[src/rtl/distribuidor_cartas.sv]
// Card dealer/scheduler: sequences deck reset and shuffle, owns the deck read pointer
// and shares the deck between player and dealer with round-robin arbitration.
module distribuidor_cartas #(
    parameter int RESHUFFLE_AT    = 40,
    parameter int SHUFFLE_TIMEOUT = 2047
) (
    input  logic       clock,
    input  logic       reset,
    input  logic       start_round,
    input  logic       req_player,
    input  logic       req_dealer,
    output logic       ack_player,
    output logic       ack_dealer,
    output logic [3:0] card_value,
    output logic       deck_rst,
    output logic       shuffle_start,
    input  logic       shuffle_ok,
    output logic [5:0] deck_addr,
    input  logic [3:0] deck_q,
    output logic       ready,
    output logic [5:0] cards_left,
    output logic       error
);

    localparam logic [2:0] S_IDLE      = 3'd0;
    localparam logic [2:0] S_DECK_RST  = 3'd1;
    localparam logic [2:0] S_SHUF_REQ  = 3'd2;
    localparam logic [2:0] S_SHUF_WAIT = 3'd3;
    localparam logic [2:0] S_READY     = 3'd4;
    localparam logic [2:0] S_FETCH     = 3'd5;
    localparam logic [2:0] S_ACK       = 3'd6;
    localparam logic [2:0] S_ERROR     = 3'd7;

    localparam logic [5:0]  DECK_SIZE  = 6'd52;
    localparam logic [5:0]  RESHUF_PTR = 6'(RESHUFFLE_AT);
    localparam logic [10:0] TIMEOUT    = 11'(SHUFFLE_TIMEOUT);
    localparam logic        GRANT_P    = 1'b0;
    localparam logic        GRANT_D    = 1'b1;

    logic [2:0]  state_q, state_d;
    logic [5:0]  ptr_q, ptr_d;
    logic [5:0]  addr_q, addr_d;
    logic [3:0]  card_q, card_d;
    logic [10:0] timer_q, timer_d;
    logic        shuffled_q, shuffled_d;
    logic        last_grant_q, last_grant_d;
    logic        grant_q, grant_d;
    logic        any_req;
    logic        pick;

    assign any_req = req_player | req_dealer;

    // Under contention the requester that did not win last time is served.
    always_comb begin
        pick = GRANT_D;
        if (req_player && req_dealer) pick = ~last_grant_q;
        else if (req_player)          pick = GRANT_P;
    end

    always_comb begin
        state_d      = state_q;
        ptr_d        = ptr_q;
        addr_d       = addr_q;
        card_d       = card_q;
        timer_d      = timer_q;
        shuffled_d   = shuffled_q;
        last_grant_d = last_grant_q;
        grant_d      = grant_q;
        case (state_q)
            S_IDLE: begin
                if (start_round) state_d = S_DECK_RST;
            end
            S_DECK_RST: begin
                ptr_d   = 6'd0;
                addr_d  = 6'd0;
                state_d = S_SHUF_REQ;
            end
            S_SHUF_REQ: begin
                timer_d = 11'd0;
                state_d = S_SHUF_WAIT;
            end
            S_SHUF_WAIT: begin
                if (shuffle_ok) begin
                    shuffled_d = 1'b1;
                    state_d    = S_READY;
                end else if (timer_q == TIMEOUT) begin
                    state_d = S_ERROR;
                end else begin
                    timer_d = timer_q + 11'd1;
                end
            end
            S_READY: begin
                // An exhausted deck reshuffles first; the request stays pending.
                if (start_round && (ptr_q >= RESHUF_PTR || !shuffled_q)) begin
                    state_d = S_DECK_RST;
                end else if (any_req && ptr_q == DECK_SIZE) begin
                    state_d = S_DECK_RST;
                end else if (any_req) begin
                    grant_d      = pick;
                    last_grant_d = pick;
                    addr_d       = ptr_q;
                    state_d      = S_FETCH;
                end
            end
            S_FETCH: begin
                card_d  = deck_q;
                ptr_d   = ptr_q + 6'd1;
                state_d = S_ACK;
            end
            S_ACK: begin
                state_d = S_READY;
            end
            S_ERROR: begin
                state_d = S_ERROR;
            end
            default: begin
                state_d = S_IDLE;
            end
        endcase
    end

    always_ff @(posedge clock) begin
        if (reset) begin
            state_q      <= S_IDLE;
            ptr_q        <= 6'd0;
            addr_q       <= 6'd0;
            card_q       <= 4'd0;
            timer_q      <= 11'd0;
            shuffled_q   <= 1'b0;
            last_grant_q <= GRANT_D;
            grant_q      <= GRANT_P;
        end else begin
            state_q      <= state_d;
            ptr_q        <= ptr_d;
            addr_q       <= addr_d;
            card_q       <= card_d;
            timer_q      <= timer_d;
            shuffled_q   <= shuffled_d;
            last_grant_q <= last_grant_d;
            grant_q      <= grant_d;
        end
    end

    assign ack_player    = (state_q == S_ACK) && (grant_q == GRANT_P);
    assign ack_dealer    = (state_q == S_ACK) && (grant_q == GRANT_D);
    assign card_value    = card_q;
    assign deck_rst      = (state_q == S_DECK_RST);
    assign shuffle_start = (state_q == S_SHUF_REQ);
    assign deck_addr     = addr_q;
    assign ready         = (state_q == S_READY);
    assign cards_left    = DECK_SIZE - ptr_q;
    assign error         = (state_q == S_ERROR);

endmodule

[config.mk]
export PLATFORM = sky130hd
export DESIGN_NAME = distribuidor_cartas
export DESIGN_NICKNAME = d
export VERILOG_FILES = /design/src/rtl/distribuidor_cartas.sv
export SDC_FILE = /design/constraint.sdc
export NUM_CORES = 1
export LEC_CHECK = 0
export ABC_AREA = 1
export CAP_MARGIN = 15
export CORE_MARGIN = 4
export CORE_UTILIZATION = 50
export DETAILED_ROUTE_END_ITERATION = 7
export MAX_ROUTING_LAYER = met4
export PLACE_DENSITY = 0.87
export SETUP_SLACK_MARGIN = 0.05
export SLEW_MARGIN = 0
export SYNTH_ARGS = -nofsm -noshare
export SYNTH_HDL_FRONTEND = slang
export SYNTH_SLANG_ARGS = --single-unit
export TNS_END_PERCENT = 20
[constraint.sdc]
create_clock -name clock -period 4.4 [get_ports clock]
set_clock_uncertainty 0.2 [all_clocks]
set_input_delay 0.88 -clock clock [delete_from_list [all_inputs] [get_ports clock]]
set_output_delay 0.88 -clock clock [all_outputs]
set_load 0.01 [all_outputs]
==> reports/qor.yml <==
clocking:
  cts_setup_buffers: 0
  clk_pin_slew_ns: 0.10
  cts-buffers-inserted: 5
  h-tree-depth: 2
  cts_tree: "done"
  clock_latency_ns: 0.34
  cts_root_buf: "clkbuf_4"
  clock-sinks: 33
  ctsLongestPathBuffers: 2
  cts_resized: 0
  cts_hold_buf: 0
logic_synthesis:
  synth_area_mm2: 0.001753
  synthDistinctLibCells: 24
  synth.mux.area_fraction_pct: 0
  async_reset_ff_share_pct: 0
  synthXorXnorAreaFrac_pct: 2.998
  synth_area_leaders: "dfxtp_1, nand2_1, nor2_1"
  yosysSeqAreaShare_pct: 37.69
  syn_nets: 269
  yosys_warnings: 0
  yosys.area.top_type: "dfxtp_1"
  synth_common_cells: "nand2_1, nor2_1, dfxtp_1"
  synth_simple_gate_area_share_pct: 37.62
  synth_top_family_by_area: "simple AND/OR/NAND/NOR gates"
  syn_inst: 256
  synthDominantCellAreaShare_pct: 37.69
  synth-seq-cells: 33
  synth_edf_count: 0
  synth_compound_area_share_pct: 10.35
  avgSynthCellArea_um2: 6.847
  synth_fa_ha_area_share_pct: 2.141
  synth_ff_type: "dfxtp_1"
  yosysMostFrequentCell: "nand2_1"
setup_path:
  slowest_stage: "clkdlybuf4s50_1"
  cp_data_arrival_time_ns: 2.02
  worst-path-max-fanout: 5
  reg2reg_depth: 10
  worstPathRequired_ns: 3.32
  critPathMaxStageDelay_ns: 0.56
  cp-start-kind: "flop"
  path_class: "reg -> out"
  worstPathCellList: "inv_1 > ha_1 > o21ai_0 > xor2_1 > clkdlybuf4s50_1"
  crit_path_end_kind: "output port"
drt:
  drc: 0
  num_vias: 1734
  via_per_inst: 5.161
  first_iter_violations: 138
  ant_nets: 0
  wl_per_cell_um: 11.81
  firstDrtPassIters: 4
  wl_um: 3967
finish:
  n_antenna_cell: 0
  multi_input_area_um2: 930.9
  regArea_um2: 660.6
  nFillCells: 326
  layout.nets: 303
  area_growth_pct: 22.63
  drive_above_1_share_pct: 8.966
power:
  combinationalPowerShare_pct: 32.1
  internal_power_uw: 505.3
  leakage_uw: 0.0008830
  p_switching_uw: 267.8
  pwr-share-seq_pct: 45.0
  irDropWorstVdd_uv: 255.7
  clock_power_share_pct: 22.9
  p_per_area_mw_per_mm2: 359.6
  swShare_pct: 34.64
sta:
  hold_ws_ns: 0.2636
  tightest_slew_ns: 0.4372
  timing.fmax_mhz: 322.2
  finalCritPeriodShare_pct: 70.53
  period_needed_ns: 3.103
  finalSetupViolCount: 0
  drv_slew: 0
  hold_violations: 0
  finalSetupTns_ns: 0
  rsz0062_at_grt: "false"
  maxSlewHeadroom_pct: 70.75
floorplanning:
  rows: 21
  die_area_mm2: 0.004517
  io_pins: 32
  die_y_um: 67.21
  core_mm2: 0.003363
  start_util_pct: 52.12
  dieWidth_um: 67.21
global_route:
  grt_usage_pct: 20.95
  grt_pass1_wl_um: 6955
  grt_pass1_vias: 1660
  gr-total-overflow: 0
  grt_max_degree: 19
  antenna_found_initial: 0
job:
  drv_cap: 0
placed_design:
  place_congestion: 0.8463
  hpwl_um: 2935
  io_buffers: 31
worst_hold_path:
  hold_path_depth: 2
  min_path_type: "reg -> reg"
status:
  outcome: "complete, no violations"
## flip-flops by register name, summed over array words and instances, names as in the netlist
signal,cells
shuffled_q,1
ptr_q,6
state_q,3
card_value,4
last_grant_q,1
timer_q,11
deck_addr,6
grant_q,1
## final timing paths
kind	start	endpoint	slack, ns
max	ptr_q[0]$_SDFFE_PP0P_	cards_left[4]	1.30
min	timer_q[10]$_SDFFE_PP0P_	timer_q[10]$_SDFFE_PP0P_	0.26
max reg2reg	ptr_q[0]$_SDFFE_PP0P_	deck_addr[0]$_SDFFE_PP0P_	2.48
min reg2reg	timer_q[10]$_SDFFE_PP0P_	timer_q[10]$_SDFFE_PP0P_	0.26
## layout by cell type, fill, tap and decap left out
cell type        instances
a21oi_2                  1
nand3_2                  2
inv_2                    5
dfxtp_1                 33
nand3b_1                 8
clkbuf_4                 5
nand2_2                  4
nor2_2                   3
a21boi_0                 1
nor2_1                  41
clkdlybuf4s50_1         31
clkbuf_8                 1
inv_1                   31
or2_2                    1
xor2_1                   6
nor2_4                   3
nor3_1                  10
ha_1                     3
a21oi_1                 22
nand3_1                 14
nand2_4                  1
o21ai_0                 11
clkbuf_1                 1
nand4_1                  6
nand2_1                 46
## area by class of cell
class / count / share of cell area [%]
well taps: 46 / 2.678
repair buffers: 31 / 14.44
multi-input cells: 183 / 43.31
inverters: 36 / 6.286
flip-flops and latches: 33 / 30.73
clock buffers: 7 / 2.561
## cell families after synthesis
group                      Yosys count
buffers and inverters               40
and+or+nand+nor                    139
xor gates and xnor gates             6
DFF                                 33
AOI/OAI and AO/OA                   35
adders and majority gates            3
## power groups by stage
| stage | clock (µW) | combinational [µW] | sequential (µW) |
|---|---|---|---|
| 6_report | 177 | 248 | 348 |
| 3_3_place_gp | 0 | 243 | 354 |
| 2_1_floorplan | 0 | 157 | 360 |
| 3_5_place_dp | 0 | 248 | 354 |
| 4_1_cts | 183 | 250 | 347 |
| 5_1_grt | 198 | 280 | 352 |
## layer usage
metal	up-vias	track usage (%)	wire length, µm	share of wire (%)
met4	0	10.63	85	2.1
met3	9	5.824	177	4.5
li1	888	-	-	-
met5	-	-	0	0
met2	47	32.15	1853	47
met1	790	25.10	1851	47
## through the flow
stage          setup WS (ns)  instance area, µm²  std cells  util (%)  power [µW]
3_3_place_gp           1.717                2095        329     62.28       596.6
4_1_cts                1.275                2150        336     63.91       779.9
5_1_grt                1.122                2150        336     63.91       829.6
2_1_floorplan          2.222                1753        256         -       517.5
6_report               1.297                2150        336     63.91       773.1
3_5_place_dp           1.668                2095        329     62.28       602.1
## critical path: cells and delay by family (launching register included)
kind	cells	cell delay, ns
buffers and inverters	2	0.68
DFF	1	0.40
adders and majority gates	1	0.25
AOI/OAI and AO/OA	1	0.21
xor gates and xnor gates	1	0.16
Note: power is estimated with default switching activity, not from simulation.
